## config.mk

```make
export PLATFORM = sky130hd
export DESIGN_NAME = seg7_scan_reader
export DESIGN_NICKNAME = d
export VERILOG_FILES = /design/src/rtl/seg7_pkg.sv /design/src/rtl/seg7_pattern_decode.sv /design/src/rtl/seg7_scan_reader.sv
export SDC_FILE = /design/constraint.sdc
export NUM_CORES = 1
export LEC_CHECK = 0
export CAP_MARGIN = 20
export CORE_UTILIZATION = 45
export CTS_CLUSTER_SIZE = 28
export DETAILED_ROUTE_END_ITERATION = 7
export PLACE_DENSITY_LB_ADDON = 0.08
export SKIP_LAST_GASP = 1
export SLEW_MARGIN = 30
export SYNTH_ARGS = -nofsm -noshare
export SYNTH_HDL_FRONTEND = slang
export SYNTH_HIERARCHICAL = 1
export SYNTH_SLANG_ARGS = --single-unit
```

## constraint.sdc

```tcl
create_clock -name clk -period 2 [get_ports clk]
set_input_delay 0.2 -clock clk [delete_from_list [all_inputs] [get_ports clk]]
set_output_delay 0.2 -clock clk [all_outputs]
set_load 0.02 [all_outputs]
```

## src/rtl/seg7_pkg.sv

```systemverilog
`default_nettype none
// ============================================================================
// Module   : seg7_pkg
// Brief    : Shared constants for the 7-segment scan reader: segment
//            patterns (bit6=a .. bit0=g, active-high), digit codes and the
//            acceptance FSM state type.
// Revision : 1.0 - initial release
// ============================================================================
package seg7_pkg;

    // Segment patterns as seen after any polarity correction
    localparam logic [6:0] SEG_0     = 7'b1111110;
    localparam logic [6:0] SEG_1     = 7'b0110000;
    localparam logic [6:0] SEG_2     = 7'b1101101;
    localparam logic [6:0] SEG_3     = 7'b1111001;
    localparam logic [6:0] SEG_4     = 7'b0110011;
    localparam logic [6:0] SEG_5     = 7'b1011011;
    localparam logic [6:0] SEG_6     = 7'b1011111;
    localparam logic [6:0] SEG_7     = 7'b1110000;
    localparam logic [6:0] SEG_8     = 7'b1111111;
    localparam logic [6:0] SEG_9     = 7'b1111011;
    localparam logic [6:0] SEG_A     = 7'b1110111;
    localparam logic [6:0] SEG_BLANK = 7'b0000000;

    // Non-decimal digit codes
    localparam logic [3:0] CODE_A     = 4'd10;
    localparam logic [3:0] CODE_INV   = 4'd14;
    localparam logic [3:0] CODE_BLANK = 4'd15;

    // Acceptance FSM states
    typedef enum logic [1:0] {
        IDLE   = 2'd0,
        COUNT  = 2'd1,
        ACCEPT = 2'd2,
        HELD   = 2'd3
    } seg7_state_e;

    // True when a code is a plain decimal digit
    function automatic logic is_decimal(input logic [3:0] code);
        return (code <= 4'd9);
    endfunction

endpackage
`default_nettype wire

```

## src/rtl/seg7_pattern_decode.sv

```systemverilog
`default_nettype none
// ============================================================================
// Module   : seg7_pattern_decode
// Brief    : Combinational 7-segment pattern to 4-bit code lookup. Digits
//            0-9 map to their value, 'A' to 10, blank to 15 and every other
//            pattern to 14 with the invalid flag raised.
// Revision : 1.0 - initial release
// ============================================================================
module seg7_pattern_decode (
    input  logic [6:0] pattern,
    output logic [3:0] code,
    output logic       invalid
);
    import seg7_pkg::*;

    // Pattern lookup; anything not in the table is reported as invalid
    always_comb begin
        code    = CODE_INV;
        invalid = 1'b0;
        case (pattern)
            SEG_0:     code = 4'd0;
            SEG_1:     code = 4'd1;
            SEG_2:     code = 4'd2;
            SEG_3:     code = 4'd3;
            SEG_4:     code = 4'd4;
            SEG_5:     code = 4'd5;
            SEG_6:     code = 4'd6;
            SEG_7:     code = 4'd7;
            SEG_8:     code = 4'd8;
            SEG_9:     code = 4'd9;
            SEG_A:     code = CODE_A;
            SEG_BLANK: code = CODE_BLANK;
            default:   code = CODE_INV;
        endcase
        invalid = (code == CODE_INV);
    end

endmodule
`default_nettype wire

```

## src/rtl/seg7_scan_reader.sv

```systemverilog
`default_nettype none
// ============================================================================
// Module   : seg7_scan_reader
// Brief    : Monitors a multiplexed 7-segment bus (seg + de digit select),
//            filters it for stability, decodes each accepted pattern into a
//            per-digit register and reports digits[1:0] as a binary value.
// Config   : SEG7_ACT_LOW_EN - when defined, seg is inverted at the sample
//            register for common-anode boards; undefined uses seg as-is.
// Revision : 1.0 - initial release
// ============================================================================
module seg7_scan_reader #(
    parameter int NUM_DIGITS    = 8,
    parameter int STABLE_CYCLES = 4
) (
    input  logic                    clk,
    input  logic                    rst_n,
    input  logic [6:0]              seg,
    input  logic [2:0]              de,
    input  logic                    clr,
    output logic [4*NUM_DIGITS-1:0] digits,
    output logic [NUM_DIGITS-1:0]   dvalid,
    output logic                    upd,
    output logic [2:0]              upd_idx,
    output logic [6:0]              value,
    output logic                    value_ok,
    output logic                    err
);
    import seg7_pkg::*;

    localparam logic [7:0] c_stable = 8'(STABLE_CYCLES);

    logic [6:0]  w_seg_in;
    logic [9:0]  r_smp;
    logic [9:0]  r_prev;
    logic        w_same;
    logic [3:0]  w_code;
    logic        w_invalid;
    logic        w_in_range;
    logic [7:0]  r_cnt;
    logic [7:0]  w_cnt_inc;
    seg7_state_e r_state;
    seg7_state_e w_restart_state;
    logic [3:0]  r_dig [NUM_DIGITS];
    logic        w_ok;
    logic [6:0]  w_val;

`ifdef SEG7_ACT_LOW_EN
    assign w_seg_in = ~seg;
`else
    assign w_seg_in = seg;
`endif

    // Sample register plus a one-cycle history used for change detection
    always_ff @(posedge clk or negedge rst_n) begin
        if (!rst_n) begin
            r_smp  <= '0;
            r_prev <= '0;
        end else begin
            r_smp  <= {de, w_seg_in};
            r_prev <= r_smp;
        end
    end

    assign w_same = (r_smp == r_prev);

    // r_prev holds the sample that has been stable for the full count when
    // the FSM sits in ACCEPT, so that is what gets decoded and written.
    seg7_pattern_decode u_decode (
        .pattern (r_prev[6:0]),
        .code    (w_code),
        .invalid (w_invalid)
    );

    assign w_in_range      = (int'(r_prev[9:7]) < NUM_DIGITS);
    assign w_cnt_inc       = (r_cnt >= c_stable) ? r_cnt : r_cnt + 8'd1;
    assign w_restart_state = (c_stable <= 8'd1) ? ACCEPT : COUNT;

    // Acceptance FSM with stability counter, digit register file and flags
    always_ff @(posedge clk or negedge rst_n) begin
        if (!rst_n) begin
            r_state <= IDLE;
            r_cnt   <= 8'd0;
            upd     <= 1'b0;
            upd_idx <= 3'd0;
            err     <= 1'b0;
            dvalid  <= '0;
            for (int i = 0; i < NUM_DIGITS; i++) begin
                r_dig[i] <= CODE_BLANK;
            end
        end else if (clr) begin
            r_state <= IDLE;
            r_cnt   <= 8'd0;
            upd     <= 1'b0;
            err     <= 1'b0;
            dvalid  <= '0;
            for (int i = 0; i < NUM_DIGITS; i++) begin
                r_dig[i] <= CODE_BLANK;
            end
        end else begin
            upd <= 1'b0;
            case (r_state)
                IDLE: begin
                    r_cnt   <= 8'd1;
                    r_state <= COUNT;
                end
                COUNT: begin
                    if (!w_same) begin
                        r_cnt   <= 8'd1;
                        r_state <= w_restart_state;
                    end else begin
                        r_cnt <= w_cnt_inc;
                        if (w_cnt_inc >= c_stable) begin
                            r_state <= ACCEPT;
                        end
                    end
                end
                ACCEPT: begin
                    if (w_in_range) begin
                        for (int i = 0; i < NUM_DIGITS; i++) begin
                            if (r_prev[9:7] == 3'(i)) begin
                                r_dig[i]  <= w_code;
                                dvalid[i] <= 1'b1;
                            end
                        end
                        upd     <= 1'b1;
                        upd_idx <= r_prev[9:7];
                        if (w_invalid) begin
                            err <= 1'b1;
                        end
                    end
                    // A change landing in this very cycle must not be lost,
                    // so restart counting instead of parking in HELD.
                    if (w_same) begin
                        r_state <= HELD;
                    end else begin
                        r_cnt   <= 8'd1;
                        r_state <= w_restart_state;
                    end
                end
                HELD: begin
                    if (!w_same) begin
                        r_cnt   <= 8'd1;
                        r_state <= w_restart_state;
                    end
                end
                default: r_state <= IDLE;
            endcase
        end
    end

    assign w_ok  = dvalid[0] & dvalid[1] & is_decimal(r_dig[0]) & is_decimal(r_dig[1]);
    assign w_val = 7'(r_dig[1]) * 7'd10 + 7'(r_dig[0]);

    // Registered tens/ones value, one cycle behind the digit registers
    always_ff @(posedge clk or negedge rst_n) begin
        if (!rst_n) begin
            value    <= 7'd0;
            value_ok <= 1'b0;
        end else if (clr) begin
            value    <= 7'd0;
            value_ok <= 1'b0;
        end else begin
            value_ok <= w_ok;
            value    <= w_ok ? w_val : 7'd0;
        end
    end

    for (genvar g = 0; g < NUM_DIGITS; g++) begin : g_digits
        assign digits[4*g +: 4] = r_dig[g];
    end

endmodule
`default_nettype wire

```

==> metrics <==
Critical Path AT=2.17 ns; xor/xnor share of the synthesized area=3.71%; worst hold slack=0.126 ns; Yosys top cell area share=33.8%; core area=0.00818 mm²; max-slew violations=0; DR WL/cell=15.1 µm; Worst-Margin Slew=0.509 ns; area occupied by multi-input gates=0.00158 mm²; syn nets=351; Pleak=0.00201 µW; worst-path cell chain=ha_4, ha_4, inv_2, fa_1, nor3b_2, xnor2_1, nor2_1; setup TNS=0 ns; Max VDD drop=0.341 mV; clk slew on worst S/H paths=0.09 ns; final worst slack=0.0701 ns; Post-Synthesis Cells=325; H-Tree Depth=3; RR Endpoint=value[6]; initial antenna violation count=0; Critical R2R Launch=digits[7]; # nets final=437; Synth top cells by count=dfrtp_1, nor2_1, a211o_1, dfstp_2, nor2b_1; Async SR Flop Fraction=100%; slowest CP cell=dfstp_2; hpwl dp=5350 µm; Post-CTS Setup Inserts=0; TritonCTS clock tree=done; post-synthesis adder-cell area fraction=4.71%; clk_lat worst skew=0.36 ns; simple-gate share of the synthesized area=18.9%; post-synthesis mux area share=1.46%; flops & latches, synth=83; Synth Area in Compound Gates=12.3%; CP required=2.24 ns; Synth cell types=54; area occupied by registers=0.00212 mm²; Pwr Total=3050 µW; Placer Congestion=0.819; Detail Route Antenna Nets=0; layout cell share with drive strength beyond 1=23.1%; Worst path max stage delay=0.57 ns; Syn-to-layout area delta=29.9%; Hold EP=r_cnt[1]; n_diodes=0; Avg Cell Area, Syn=11.6 µm²; gr ovfl total=0; Crit. End Element=flip-flop; flop-to-flop setup slack=0.07 ns; Inserted Clock Buffers=9; Final Critical Period=1.93 ns; CTS Root Cell=clkbuf_8; post-synth top area cell=dfrtp_1; Yosys warning total=6; Crit Path Class=reg -> reg; Slew Limit Headroom=66.1%; Main synth FF type=dfrtp_1; Via density=5.17; hold wc startpoint=clr; Final Setup Violations=0; IO buf count=65; R2R cell count=7; clk buf depth=2; Std-Cell Rows=33; Initial Utilization=46.1%; 1st-iter DRT viols=170; CP startpoint kind=flip-flop; Post-synth EDFFs=0; Hold Path Class=in -> reg; maximum clock rate=518 MHz; die footprint=0.00875 mm²; top cells by area, synth=dfrtp_1, dfstp_2, a211o_1; count leader, synth=dfrtp_1; post-synthesis sequential area ratio=56.1%; mapped cell area=0.00377 mm²; vias in the first global route=2545; crit path max fanout=2; Top cell by count, worst path=ha_4; Pre-antenna DRT Iters=4; Final Cycle Share=96.5%; hold path depth=2; pre-CTS setup slack=0.0701 ns; # IOs=66; clock skew=0.0117 ns; Layout fillers=689; first-pass GRT wire length=12800 µm; clock sinks=83; combinational family with the most area after synthesis=simple AND/OR/NAND/NOR gates; Die W=93.6 µm; DRC viols=0; unrepaired setup endpoints after global routing=yes; Util after Layout=59.9%; Die Ht=93.6 µm; pwr dens=622 mW/mm²; Hold Violations, Final=0; max cap viols=0; largest net degree at the start of global routing=39; status=finished, final reports clean; Total GRT Usage=19.3%; final wirelength=7890 µm; vias after detailed routing=2691
[worst max-delay path by stage]
stage | startpoint | end | slack [ns] | cells after the start
6_report | digits[7] | value[6] | 0.07 | 7
4_1_cts | digits[7] | value[6] | 0.06 | 7
3_5_place_dp | digits[7] | value[6] | 0.07 | 7
5_1_grt | r_prev[3] | digits[25] | -0.05 | 5
2_1_floorplan | digits[5] | value[6] | 0.01 | 7
3_3_place_gp | digits[7] | value[6] | 0.11 | 7
[flip-flops by register name, indices dropped and copies added (netlist names)]
register  count
value_ok      1
r_smp        10
err           1
upd_idx       3
r_cnt         8
digits       32
value         7
r_state       2
r_prev       10
upd           1
dvalid        8
[layout by cell type (no fill, tap or decap), drive strengths merged, types with 2 or more instances in the layout]
| cell type | count |
|---|---|
| clkdlybuf4s50 | 63 |
| nor2b | 31 |
| o2111ai | 2 |
| ha | 11 |
| and4 | 2 |
| dfstp | 32 |
| nor2 | 39 |
| nor3 | 9 |
| fa | 2 |
| clkbuf | 9 |
| nand2 | 9 |
| mux2 | 4 |
| and2 | 8 |
| a211o | 32 |
| nand3b | 2 |
| dfrtp | 51 |
| nand3 | 3 |
| a31oi | 2 |
| a211oi | 2 |
| a21o | 2 |
| nor4 | 3 |
| buf | 26 |
| clkinv | 3 |
| a21oi | 5 |
| xnor2 | 6 |
| xor2 | 10 |
| nor3b | 2 |
| nand4 | 4 |
| nand2b | 5 |
| inv | 15 |
| and3 | 2 |
| o21ai | 5 |
[cell families after synthesis]
| logic type | after synthesis |
|---|---|
| DFF | 83 |
| AOI/OAI and AO/OA | 56 |
| buffers and inverters | 26 |
| muxes | 5 |
| adders and majority gates | 13 |
| and+or+nand+nor | 126 |
| xor gates and xnor gates | 16 |
[area by class of cell]
| class | instances | share of cell area (%) |
|---|---|---|
| flip-flops and latches | 83 | 43.2 |
| multi-input cells | 216 | 32.2 |
| repair buffers | 90 | 17.3 |
| well taps | 105 | 2.68 |
| clock buffers | 9 | 2.53 |
| clock inverters | 7 | 1.23 |
| inverters | 11 | 0.843 |
[critical path: cells and delay by family, from the launching register on]
family | cells | cell delay (ns)
fa+ha+maj | 3 | 0.82
flops | 1 | 0.57
simple gates | 2 | 0.25
xor+xnor | 1 | 0.13
buf+inv | 1 | 0.05
[layer usage]
metal  track usage, %  share of wire, %  vias up
li1                 -                 -     1299
met1             26.9                48     1322
met2             29.4                46       60
met3             3.82               4.0       10
met4             7.82               1.5        0
met5                0                 0        -
[through the flow]
stage | instances | instance area [µm²]
floorplan | 325 | 3800
global placement | 504 | 4700
detailed placement | 504 | 4700
CTS | 521 | 4900
global route | 521 | 4900
finish | 521 | 4900
[what timing repair did]
item,4_1_cts,5_1_grt
hold buffers,1,0
resized for setup,0,1
hold endpoints to repair,14,0
endpoints found under the setup margin,0,23
[power by group]
| group | switching [µW] | internal, µW |
|---|---|---|
| registers | 29.6 | 1700 |
| clock network | 655 | 475 |
| logic | 109 | 75.9 |
| total | 793 | 2250 |
(Power assumes the default switching activity.)
